File: config.mk
export PLATFORM = sky130hd
export DESIGN_NAME = spi_host_initiator
export DESIGN_NICKNAME = d
export VERILOG_FILES = /design/src/rtl/spi_host_initiator.sv
export SDC_FILE = /design/constraint.sdc
export NUM_CORES = 1
export LEC_CHECK = 0
export ABC_AREA = 1
export BUFFER_PORTS_ARGS = -buffer_cell sky130_fd_sc_hd__buf_4
export CORE_ASPECT_RATIO = 0.9
export CORE_MARGIN = 4
export CORE_UTILIZATION = 55
export CTS_BUF_LIST = sky130_fd_sc_hd__clkbuf_8 sky130_fd_sc_hd__clkbuf_16
export CTS_CLUSTER_DIAMETER = 100
export DETAILED_ROUTE_END_ITERATION = 10
export PLACE_DENSITY = 0.86
export SETUP_SLACK_MARGIN = 0.02
export SYNTH_ARGS = -nofsm -noshare
export SYNTH_HDL_FRONTEND = slang
export SYNTH_SLANG_ARGS = --single-unit
File: constraint.sdc
create_clock -name sclk -period 2.28 [get_ports sclk]
set_input_delay 0 -clock sclk [delete_from_list [all_inputs] [get_ports sclk]]
set_output_delay 0 -clock sclk [all_outputs]
set_load 0.02 [all_outputs]
File: src/rtl/spi_host_initiator.sv
// Host-side SPI initiator for the PSEC5 peripheral: frames byte commands onto
// serial_in through a gated pin clock and captures serial_out readback.
module spi_host_initiator #(
  parameter int unsigned GAP_CYCLES = 4,
  parameter int unsigned RD_LATENCY = 2,
  localparam int unsigned BYTE_W = 8
) (
  input  logic              sclk,
  input  logic              rstn,
  input  logic              cmd_valid,
  output logic              cmd_ready,
  input  logic              cmd_write,
  input  logic [BYTE_W-1:0] cmd_addr,
  input  logic [BYTE_W-1:0] cmd_wdata,
  output logic              rsp_valid,
  output logic [BYTE_W-1:0] rsp_rdata,
  output logic              busy,
  output logic              mosi,
  output logic              sclk_out_en,
  input  logic              miso
);

  localparam int unsigned BIT_W = 4;
  localparam int unsigned IDX_W = 3;
  localparam int unsigned CNT_W = 8;
  localparam logic [BIT_W-1:0] BIT_LAST = BIT_W'(15);
  localparam logic [IDX_W-1:0] IDX_LAST = IDX_W'(7);
  localparam logic [CNT_W-1:0] GAP_LAST = CNT_W'(GAP_CYCLES - 1);
  localparam logic [CNT_W-1:0] LAT_LAST = CNT_W'(RD_LATENCY - 1);

  typedef enum logic [2:0] {
    IDLE,
    SHIFT,
    WAIT_RD,
    CAPTURE,
    GAP
  } state_e;

  typedef struct packed {
    logic              write;
    logic [BYTE_W-1:0] addr;
    logic [BYTE_W-1:0] data;
  } cmd_t;

  state_e            state_q, state_d;
  cmd_t              cmd_q, cmd_d;
  logic [BIT_W-1:0]  bit_q, bit_d;
  logic [IDX_W-1:0]  idx_q, idx_d;
  logic [CNT_W-1:0]  cnt_q, cnt_d;
  logic [BYTE_W-1:0] cap_q, cap_d;
  logic [BYTE_W-1:0] rdata_q, rdata_d;
  logic              rvalid_q, rvalid_d;
  logic              ready_q, ready_d;
  logic              busy_q, busy_d;
  logic              en_q, mosi_q;
  logic              en_c, mosi_c;

  // Posedge state register
  always_ff @(posedge sclk or negedge rstn) begin
    if (!rstn) begin
      state_q  <= IDLE;
      cmd_q    <= '0;
      bit_q    <= '0;
      idx_q    <= '0;
      cnt_q    <= '0;
      cap_q    <= '0;
      rdata_q  <= '0;
      rvalid_q <= 1'b0;
      ready_q  <= 1'b1;
      busy_q   <= 1'b0;
    end else begin
      state_q  <= state_d;
      cmd_q    <= cmd_d;
      bit_q    <= bit_d;
      idx_q    <= idx_d;
      cnt_q    <= cnt_d;
      cap_q    <= cap_d;
      rdata_q  <= rdata_d;
      rvalid_q <= rvalid_d;
      ready_q  <= ready_d;
      busy_q   <= busy_d;
    end
  end

  // Next-state and datapath
  always_comb begin
    state_d  = state_q;
    cmd_d    = cmd_q;
    bit_d    = bit_q;
    idx_d    = idx_q;
    cnt_d    = cnt_q;
    cap_d    = cap_q;
    rdata_d  = rdata_q;
    rvalid_d = 1'b0;

    unique case (state_q)
      IDLE: begin
        if (cmd_valid && ready_q) begin
          cmd_d.write = cmd_write;
          cmd_d.addr  = cmd_addr;
          // Read frames clock out a zero data byte
          cmd_d.data  = cmd_write ? cmd_wdata : '0;
          bit_d       = '0;
          state_d     = SHIFT;
        end
      end
      SHIFT: begin
        bit_d = bit_q + BIT_W'(1);
        if (bit_q == BIT_LAST) begin
          cnt_d = '0;
          idx_d = '0;
          if (cmd_q.write) begin
            state_d = GAP;
          end else if (RD_LATENCY == 0) begin
            state_d = CAPTURE;
          end else begin
            state_d = WAIT_RD;
          end
        end
      end
      WAIT_RD: begin
        if (cnt_q == LAT_LAST) begin
          cnt_d   = '0;
          state_d = CAPTURE;
        end else begin
          cnt_d = cnt_q + CNT_W'(1);
        end
      end
      CAPTURE: begin
        cap_d[idx_q] = miso;
        idx_d        = idx_q + IDX_W'(1);
        if (idx_q == IDX_LAST) begin
          rdata_d  = cap_d;
          rvalid_d = 1'b1;
          cnt_d    = '0;
          state_d  = GAP;
        end
      end
      GAP: begin
        if (cnt_q == GAP_LAST) begin
          state_d = IDLE;
        end else begin
          cnt_d = cnt_q + CNT_W'(1);
        end
      end
      default: state_d = IDLE;
    endcase

    ready_d = (state_d == IDLE);
    busy_d  = (state_d != IDLE);
  end

  // Pin values for the next negedge: address then data, LSB first
  always_comb begin
    en_c   = 1'b0;
    mosi_c = 1'b0;
    if (state_q == SHIFT || state_q == WAIT_RD || state_q == CAPTURE) begin
      en_c = 1'b1;
    end
    if (state_q == SHIFT) begin
      mosi_c = bit_q[BIT_W-1] ? cmd_q.data[bit_q[IDX_W-1:0]]
                              : cmd_q.addr[bit_q[IDX_W-1:0]];
    end
  end

  // Negedge pin retiming keeps the gated clock glitch-free and mosi centred
  always_ff @(negedge sclk or negedge rstn) begin
    if (!rstn) begin
      en_q   <= 1'b0;
      mosi_q <= 1'b0;
    end else begin
      en_q   <= en_c;
      mosi_q <= mosi_c;
    end
  end

  assign cmd_ready   = ready_q;
  assign busy        = busy_q;
  assign rsp_valid   = rvalid_q;
  assign rsp_rdata   = rdata_q;
  assign mosi        = mosi_q;
  assign sclk_out_en = en_q;

endmodule

After elaboration in Yosys (flattened, before gate mapping)
Cells that the tools add are included.
W data, S select, Z words.

operators by class
  $add $sub $neg = 3
  $lt $le $gt $ge = 3
  equality and inequality tests = 12
  multiplexer cells = 29
  reduce and logical (&&, ||, !) cells = 15

operators with widths
  kind                   number
  $mux W8                5
  $pmux W8 S4            1
  $mux W3                7
  $pmux W3 S5            1
  $add A8 B1 Y8 const B  1
  $bwmux W8              1
  $eq A8 B1 Y1 const B   1
  $eq A8 B2 Y1 const B   1
  $lt A3 B4 Y1 const B   2
  $mux W1                8
  $ne A2 B2 Y1 const B   4
  $pmux W4 S2            1
  $reduce_and A2 Y1      4
  $bmux W1 S3            2
  $eq A3 B2 Y1 const B   2
  $eq A3 B3 Y1 const B   2
  $logic_not A3 Y1       2
  $pmux W3 S2            1
  $add A4 B1 Y4 const B  1
  $eq A4 B4 Y1 const B   1
  $mux W4                1
  $reduce_and A4 Y1      1
  $reduce_bool A2 Y1     2
  $reduce_bool A4 Y1     1
  other kinds (7)        9

storage, ports and cells
  register bits = 56
  input port bits = 21
  output and inout port bits = 13
  word-level logic and storage cells = 76

Logic depth before layout (Yosys ltp)
Gate-level depths: netlist of run 1.

  word-level depth = 5
  gate-level depth with buffers = 9
  depth with buffers taken out = 9

==> results of run 1 <==
[power breakdown]
| part | total, µW | internal, µW | switching [µW] |
|---|---|---|---|
| Clock | 549 | 212 | 337 |
| Combinational | 1720 | 639 | 1080 |
| Sequential | 1610 | 1330 | 274 |
[Yosys cell counts]
cell type,instances,area share
clkbuf_1,2,0.0026
o21ai_0,21,0.037
nand4_2,1,0.0044
inv_2,6,0.0079
o32ai_1,1,0.0031
a21oi_4,1,0.0057
nor3_1,2,0.0035
dfrtn_1,2,0.017
ha_1,5,0.022
o211ai_1,2,0.0052
o21ai_1,17,0.030
nor2_2,1,0.0022
dfrtp_1,53,0.46
nand2_1,109,0.14
nor3b_1,1,0.0026
buf_6,4,0.016
o22ai_1,1,0.0022
nand2_4,1,0.0039
xor2_1,4,0.012
nand3_1,39,0.068
nor2_1,16,0.021
buf_2,1,0.0017
clkinv_1,2,0.0026
o21bai_1,1,0.0026
nand3_2,2,0.0070
dfstp_2,1,0.0092
o21ai_2,3,0.0092
inv_4,1,0.0022
nand2_2,2,0.0044
nor3_4,2,0.011
nand3_4,2,0.012
nand3b_1,1,0.0026
nor2_4,1,0.0039
a21oi_1,5,0.0087
inv_1,38,0.050
[final cells by class]
cell class	instances	area, µm²	area share
timing repair buffer	57	479	0.137
multi-input combinational	241	1270	0.363
tap	65	81.3	0.0232
clock buffer	5	68.8	0.0196
sequential	56	1410	0.401
clock inverter	3	16.3	0.00464
inverter	47	184	0.0524
[flip-flops by register name, indices dropped and copies added (netlist names), 3 cells and up]
signal     flops
rsp_rdata      8
idx_q          3
cmd_q         17
cnt_q          8
cap_q          8
bit_q          4
state_q        3
[stage by stage]
| stage | instance area [µm²] | setup slack (ns) | total power, µW |
|---|---|---|---|
| floorplan | 2860 | 0.0886 | 2670 |
| global placement | 3160 | 0.0878 | 3010 |
| detailed placement | 3160 | 0.00347 | 3110 |
| CTS | 3450 | 0.0270 | 3710 |
| global route | 3510 | -0.0193 | 4150 |
| finish | 3510 | 0.0279 | 3870 |
[critical path, cell delays in order (launching register included)]
cell and delay [ns]:
dfrtp_2 0.44, buf_6 0.15, nand2_1 0.08, nand3_2 0.09
nand3_2 0.07, nand3_2 0.08, a21oi_2 0.05
[layer usage]
metal | global-route usage | routed length, µm | vias up
met5 | 0 | 0 | -
met2 | 0.349 | 3430 | 71
met3 | 0.0432 | 286 | 13
li1 | - | - | 1239
met4 | 0.0675 | 123 | 0
met1 | 0.277 | 2890 | 1212
[worst max path at each step]
stage / startpoint / to / slack [ns] / cells after the start
finish: bit_q[0] / mosi / 0.03 / 6
global route: bit_q[0] / mosi / -0.02 / 6
CTS: bit_q[0] / mosi / 0.03 / 6
detailed placement: bit_q[0] / mosi / 0.003 / 6
global placement: bit_q[0] / mosi / 0.09 / 6
floorplan: bit_q[0] / mosi / 0.09 / 7
[what timing repair did]
action	CTS	global route
hold endpoints to repair	36	0
setup endpoints to repair	1	3
pin swaps	0	2
setup buffers	1	0
gates resized for setup	2	15
hold buffers	19	0
[logic make-up (layout without fill, tap and decap cells)]
kind of cell / count (synthesis) / in the layout / synth area share
xor gates and xnor gates: 4 / 4 / 0.0122
adders and majority gates: 5 / 5 / 0.0219
buffers and inverters: 54 / 112 / 0.0826
and+or+nand+nor: 180 / 180 / 0.290
AOI/OAI and AO/OA: 52 / 52 / 0.103
DFF: 56 / 56 / 0.490
==> results_dict.tcl, run 1 <==
set metrics [dict create \
    status "complete, no violations" \
    ff2ff_path_depth 6 \
    start_util 0.578 \
    layout_commonest_cell "nand2_1" \
    slew_viol_final 0 \
    drc_errors 0 \
    rsz0062_at_grt "yes" \
    worst_slew_pin_slew_ns 0.438 \
    power_density_mw_per_mm2 1100 \
    r2r_end "mosi" \
    yosysWarningCount 0 \
    fin_skew_ns 0.0123 \
    drtIter0Drc 167 \
    area_delta_synth_final_pct 22.5 \
    placed_cells 446 \
    num-nets-final 434 \
    drt_wl_total_mm 6.72 \
    ys_seq_elements 56 \
    post-route-util 0.708 \
    syn_avg_cell_area_um2 8.16 \
    root_buffer "clkbuf_8" \
    vias 2535 \
    final_antenna_net_count 0 \
    drive_gt1_frac 0.198 \
    critPathArrivalTime_ns 1.28 \
    cp_max_fo 8 \
    clk_pin_slew_ns 0.10 \
    cts_tree "yes" \
    syn-instance-count 351 \
    start_kind "flip-flop" \
    grt_pass1_vias 2440 \
    rows 24 \
    grt_overflow_total 0 \
    die_y_um 76.4 \
    max-slew-margin-rel 0.708 \
    core_area_mm2 0.00495 \
    viasPerCell 5.35 \
    drt_first_pass_iters 4 \
    port_buffers 33 \
    grt_antenna_before_repair 0 \
    clock-sinks 56 \
    ir_worst_vdd_v 0.000716 \
    worstSetupEndpointType "flip-flop" \
    antenna-diode-count 0 \
    r2r-start "bit_q[0]" \
    instances_no_fill 474 \
    clockBufferDepth 2 \
    ios 34 \
    gp_congestion 0.942 \
    routedWlPerCell_um 14.2 \
    clkLatencyLatePin_ns 0.32 \
    cts_made_buffers 5 \
    crit_type "flip-flop to flip-flop" \
    h-tree-depth 2 \
    grt_max_degree 36 \
    synthesis.nets 377 \
    final-hold-violation-count 0 \
    required_ns 1.31 \
    grt_usage 0.211 \
    final_cell_mix "109 x nand2_1, 51 x dfrtp_1, 40 x inv_1, 37 x buf_4, 30 x nand3_1" \
    synth_area_mm2 0.00286 \
    die-area_mm2 0.00643 \
    fillCellCount 355 \
    yosysSeqAreaShare 0.490 \
    hold_path.class "input pin to asynchronous set/reset pin" \
    die_w_um 84.1 \
    yosysUniqueCellTypes 35 \
    setup_tns_ns 0 \
    drv_cap 0 \
    whs_ns 0.0989 \
    p_leak_uw 0.00182 \
    grt_pass1_wl_mm 11.1 \
    rrSetupSlack_ns 0.03 \
    setup_violations 0 \
    dp_hpwl_mm 4.34 \
]
(Power assumes the default switching activity.)
==> run 2, diff against run 1 <==
--- a/config.mk
+++ b/config.mk
@@ -5,10 +5,9 @@
 export SDC_FILE = /design/constraint.sdc
 export NUM_CORES = 1
 export LEC_CHECK = 0
-export ABC_AREA = 1
 export BUFFER_PORTS_ARGS = -buffer_cell sky130_fd_sc_hd__buf_4
 export CORE_ASPECT_RATIO = 0.9
-export CORE_MARGIN = 4
+export CORE_MARGIN = 2
 export CORE_UTILIZATION = 55
 export CTS_BUF_LIST = sky130_fd_sc_hd__clkbuf_8 sky130_fd_sc_hd__clkbuf_16
 export CTS_CLUSTER_DIAMETER = 100
==> constraint.sdc (replaced) <==
create_clock -name sclk -period 2.55 [get_ports sclk]
set_input_delay 0 -clock sclk [delete_from_list [all_inputs] [get_ports sclk]]
set_output_delay 0 -clock sclk [all_outputs]
set_load 0.02 [all_outputs]
==> run 2 against run 1 <==
  * The run now ends with setup timing left
  * Worst hold slack worse by 0.068 ns
  * Combinational power fell by 43%
  * Sequential cell count unchanged
  * Critical path depth shrank 3
  * Setup slack lost 0.50 ns
  * Non-clock buffer count is 14 higher
  * Critical path type unchanged
  * Largest power group is now registers
  * Highest routed layer unchanged
==> results_dict.tcl, run 2 <==
set metrics [dict create \
    status "finished with violations" \
    violations "setup timing" \
    synth-xor-area-share 0.00321 \
    synth-compound-area-share 0.106 \
    clk_pin_slew_ns 0.10 \
    synth_area_mm2 0.00273 \
    synth_flop_cell "dfrtp_1" \
    viasPerCell 5.45 \
    core_area_mm2 0.00480 \
    power_uw 2810 \
    final_antenna_net_count 0 \
    drv_cap 0 \
    num-nets-final 364 \
    cp_max_fo 5 \
    slew_viol_final 0 \
    hold_path.class "input pin to flip-flop" \
    ys_seq_elements 56 \
    ys_async_sr_fraction 1.00 \
    whs_ns 0.0309 \
    clkLatencyLatePin_ns 0.31 \
    port_buffers 33 \
    synth_fa_ha_area_frac 0.0229 \
    grt_pass1_vias 2205 \
    h-tree-depth 2 \
    grt_usage 0.227 \
    vias 2201 \
    crit_type "flip-flop to flip-flop" \
    grt_overflow_total 0 \
    p_leak_uw 0.00161 \
    dp_hpwl_mm 3.82 \
    gp_congestion 0.832 \
    power.switching_uw 958 \
    clkPwrFrac 0.180 \
    clockBufferDepth 2 \
    top_layer "met4" \
    internal-power_uw 1850 \
    routedWlPerCell_um 14.2 \
    synth_top_family_by_area "simple AND/OR/NAND/NOR gates" \
    die-area_mm2 0.00555 \
    die_y_um 70.9 \
    ios 34 \
    swShare 0.341 \
    seqPwrFrac 0.474 \
    met2_length_mm 2.88 \
    met1Wirelength_mm 2.53 \
    drive_gt1_frac 0.218 \
    ir_worst_vdd_v 0.000544 \
    worstSetupEndpointType "flip-flop" \
    root_buffer "clkbuf_8" \
    top_register "cmd_q" \
    fillCellCount 343 \
    rrSetupSlack_ns -0.47 \
    post-synth-top-count-cell "nand2_1" \
    synth_edf_count 0 \
    start_util 0.569 \
    regArea_mm2 0.00140 \
    grt_antenna_before_repair 0 \
    cts_made_buffers 5 \
    cts_tree "yes" \
    rows 24 \
    critPathArrivalTime_ns 1.92 \
    netlist.area_leader.share 0.485 \
    yosysSeqAreaShare 0.513 \
    layout_commonest_cell "nand2_1" \
    grt_max_degree 37 \
    multi_input_area_mm2 0.00125 \
    rsz0062_at_grt "yes" \
    syn-instance-count 275 \
    drc_errors 0 \
    synth.area.top_cells "dfrtp_1 49%, nand2_1 10%, mux4_2 4.1%" \
    die_w_um 78.3 \
    final-hold-violation-count 0 \
    syn_avg_cell_area_um2 9.94 \
    pwr-share-comb 0.347 \
    synthMuxAreaShare 0.0870 \
    setup_slack_ns -0.474 \
    yosysWarningCount 0 \
    final_cell_mix "73 x nand2_1, 52 x dfrtp_1, 46 x buf_4, 25 x dlygate4sd3_1, 20 x o21ai_0" \
    route.met3.wl_um 246 \
    start_kind "flip-flop" \
    drtIter0Drc 221 \
    max-slew-margin-rel 0.593 \
    setup_violations 1 \
    synthDominantAreaCellType "dfrtp_1" \
    clock-sinks 56 \
    synthSimpleGateAreaFrac 0.239 \
    cts_setup_buffers 0 \
    drt_first_pass_iters 4 \
    synthesis.nets 301 \
    area_delta_synth_final_pct 26.1 \
    power_density_mw_per_mm2 816 \
    drt_wl_total_mm 5.74 \
    worst_slew_pin_slew_ns 0.611 \
    required_ns 1.44 \
    fin_skew_ns 0.0118 \
    antenna-diode-count 0 \
    synthTopCellsByCount "73 x nand2_1, 53 x dfrtp_1, 20 x o21ai_0" \
    grt_pass1_wl_mm 9.94 \
    largest_reg_flops 17 \
    yosysUniqueCellTypes 42 \
]
[run 2: metal layers]
| layer | vias up | GRT usage |
|---|---|---|
| li1 | 1083 | - |
| met1 | 1037 | 0.306 |
| met2 | 70 | 0.389 |
| met3 | 11 | 0.0370 |
| met4 | 0 | 0.0585 |
| met5 | - | 0 |
[run 2: worst max-delay path, cell delays in order, from the launching register on]
cell	delay [ns]
dfrtp_2	0.46
mux4_2	0.53
mux4_2	0.47
and2_4	0.16
[run 2: final cells by class]
type | count | area share
clock inverter | 2 | 0.00327
timing repair buffer | 71 | 0.173
tap | 65 | 0.0236
inverter | 4 | 0.00436
clock buffer | 6 | 0.0240
sequential | 56 | 0.408
multi-input combinational | 200 | 0.364
[run 2: per-stage QoR]
step | TNS (ns) | cell area, µm² | setup slack (ns) | cells | utilization
after CTS | -0.483 | 3440 | -0.483 | 404 | 0.716
after global routing | -0.518 | 3440 | -0.518 | 404 | 0.717
after global placement | -0.522 | 3100 | -0.522 | 371 | 0.645
final | -0.474 | 3440 | -0.474 | 404 | 0.717
after detailed placement | -0.550 | 3100 | -0.550 | 371 | 0.645
after floorplan | -0.444 | 2740 | -0.444 | 275 | -
[run 2: path summary, 6_finish.rpt]
kind / startpoint / end / cells past startpoint
max in group asynchronous: rstn / sclk_out_en / 2
max reg2reg: bit_q[0] / mosi / 3
min in group asynchronous: rstn / busy / 2
min reg2reg: cmd_q[1] / cmd_q[1] / 2
max: bit_q[0] / mosi / 3
min: miso / cap_q[6] / 2
[run 2: repair_timing]
action                     in CTS  in global routing
hold endpoints to repair       49                  0
setup endpoints to repair       1                  1
hold buffers                   25                  0
pin swaps                       0                  0
resized for setup               1                  1
gates cloned                    0                  0
[run 2: cells by family after synthesis]
| logic type | count (synthesis) |
|---|---|
| AO/OA/AOI/OAI | 42 |
| XOR/XNOR | 1 |
| adder cells (fa/ha/maj) | 5 |
| multiplexers | 17 |
| buffers and inverters | 19 |
| AND/OR/NAND/NOR | 135 |
| flip-flops | 56 |
[run 2: power groups by stage]
stage | Combinational [µW] | Clock, µW | Sequential [µW]
global route | 1090 | 554 | 1360
floorplan | 660 | 0 | 1290
global placement | 898 | 0 | 1320
finish | 974 | 505 | 1330
CTS | 957 | 513 | 1330
detailed placement | 926 | 0 | 1350
==> run 3, diff against run 2 <==
==> constraint.sdc (replaced) <==
create_clock -name sclk -period 2.55 [get_ports sclk]
set_input_delay 0.765 -clock sclk [delete_from_list [all_inputs] [get_ports sclk]]
set_output_delay 0.765 -clock sclk [all_outputs]
set_load 0.02 [all_outputs]
==> run 3 against run 2 <==
  * The flow still finishes with violations (setup timing)
  * Highest routed layer unchanged
  * Cell area fell by 6.2%
  * Die area did not move
  * Sequential power barely moved
  * Critical path depth did not move
  * Via count fell by 2.9%
  * Total power rose by 1.6%
  * Non-clock buffer count fell by 23
  * Routed wire length fell by 4.9%
==> results_dict.tcl, run 3 (synthesis gave the netlist of run 2 again) <==
set metrics [dict create \
    cp_slowest_stage_delay_ns 0.52 \
    start_kind "flip-flop" \
    drt_wl_total_mm 5.46 \
    die_y_um 70.9 \
    critPathArrivalTime_ns 1.90 \
    max-slew-margin-rel 0.572 \
    die_w_um 78.3 \
    placed_cells 372 \
    slew_viol_final 0 \
    clockBufferDepth 2 \
    drtIter0Drc 219 \
    grt_antenna_before_repair 0 \
    p_leak_uw 0.00155 \
    cp_cell_sequence "mux4_2, mux4_2, and2_1" \
    required_ns 1.44 \
    vias 2138 \
    final-hold-violation-count 0 \
    setup_violations 3 \
    grt_pass1_wl_mm 9.43 \
    fillCellCount 383 \
    rows 24 \
    violations "setup timing" \
    rsz0062_at_grt "yes" \
    pre_cts_slack_ns -0.557 \
    setup_slack_ns -0.467 \
    worst_slew_pin_slew_ns 0.642 \
    use_met1 0.304 \
    grt.met2_usage 0.340 \
    die-area_mm2 0.00555 \
    crit_type "flip-flop to flip-flop" \
    final_antenna_net_count 0 \
    drt_first_pass_iters 7 \
    cp_top_family "multiplexers" \
    clock-sinks 56 \
    core_area_mm2 0.00480 \
    cts_made_buffers 5 \
    cts_tree "yes" \
    ios 34 \
    ir_worst_vdd_v 0.000459 \
    area_delta_synth_final_pct 18.3 \
    crit_top_cell "mux4_2" \
    use_met3 0.0472 \
    cp_max_fo 5 \
    cts_hold_buf 0 \
    power_density_mw_per_mm2 883 \
    grt_overflow_total 0 \
    largest_reg_flops 17 \
    clk_pin_slew_ns 0.10 \
    root_buffer "clkbuf_8" \
    viasPerCell 5.61 \
    final_cell_mix "73 x nand2_1, 52 x dfrtp_1, 46 x buf_4, 20 x o21ai_0, 15 x nand3_1" \
    drv_cap 0 \
    port_buffers 33 \
    fin_skew_ns 0.00965 \
    regArea_mm2 0.00140 \
    busiest_layer "met2" \
    routedWlPerCell_um 14.3 \
    grt_max_degree 37 \
    drc_errors 0 \
    instances_no_fill 381 \
    post-route-util 0.673 \
    worstSetupEndpointType "flip-flop" \
    gp_congestion 0.873 \
    clkLatencyLatePin_ns 0.31 \
    status "finished with violations" \
    top_register "cmd_q" \
    crit_buf_inv 0 \
    multi_input_area_mm2 0.00125 \
    h-tree-depth 2 \
    start_util 0.569 \
    whs_ns 0.261 \
    antenna-diode-count 0 \
    grt_pass1_vias 2037 \
    dp_hpwl_mm 4.02 \
    num-nets-final 341 \
    drive_gt1_frac 0.237 \
    grt_usage 0.216 \
    slowest_stage "mux4_2" \
    hold_path.class "input pin to asynchronous set/reset pin" \
    layout_commonest_cell "nand2_1" \
    power_uw 2850 \
]
[run 3: layout make-up]
type,instances,share of cell area
clock buffer,5,0.0213
timing repair buffer,48,0.114
tap,65,0.0252
clock inverter,3,0.0132
sequential,56,0.434
inverter,4,0.00465
multi-input combinational,200,0.388
[run 3: routing by layer]
layer	routed length (µm)	vias to the layer above
li1	-	1046
met5	0	-
met1	2500	1007
met3	312	5
met4	49	0
met2	2600	80
[run 3: final timing paths]
path                          endpoint      from  cells after the start  slack (ns)
hold reg to reg               cmd_q[0]  cmd_q[0]                      2        0.48
setup / recovery                  mosi  bit_q[0]                      3       -0.47
min in group sclk             cmd_q[0]  cmd_q[0]                      2        0.48
setup reg to reg                  mosi  bit_q[0]                      3       -0.47
hold / removal                bit_q[1]      rstn                      1        0.26
max in group asynchronous  sclk_out_en      rstn                      1        0.95
[run 3: metrics by stage]
stage	instance area [µm²]	TNS, ns
2_1_floorplan	2740	-0.444
3_3_place_gp	3100	-0.553
3_5_place_dp	3100	-0.587
4_1_cts	3230	-1.17
5_1_grt	3230	-1.25
6_report	3230	-1.12
[run 3: worst reg2reg max path, cell delays in order, from the launching register on]
cell	delay, ns
dfrtp_2	0.46
mux4_2	0.52
mux4_2	0.46
and2_1	0.16
[run 3: where the power goes]
part / internal, µW / leakage [µW] / switching [µW]
logic: 480 / 0.000784 / 452
registers: 1130 / 0.000703 / 213
clock network: 293 / 0.0000599 / 286
total: 1900 / 0.00155 / 951
[run 3: timing repair]
action                                  CTS  global route
endpoints found under the setup margin    3             3
resized for setup                         2             1
gates cloned                              0             0
buffers inserted                          1             0
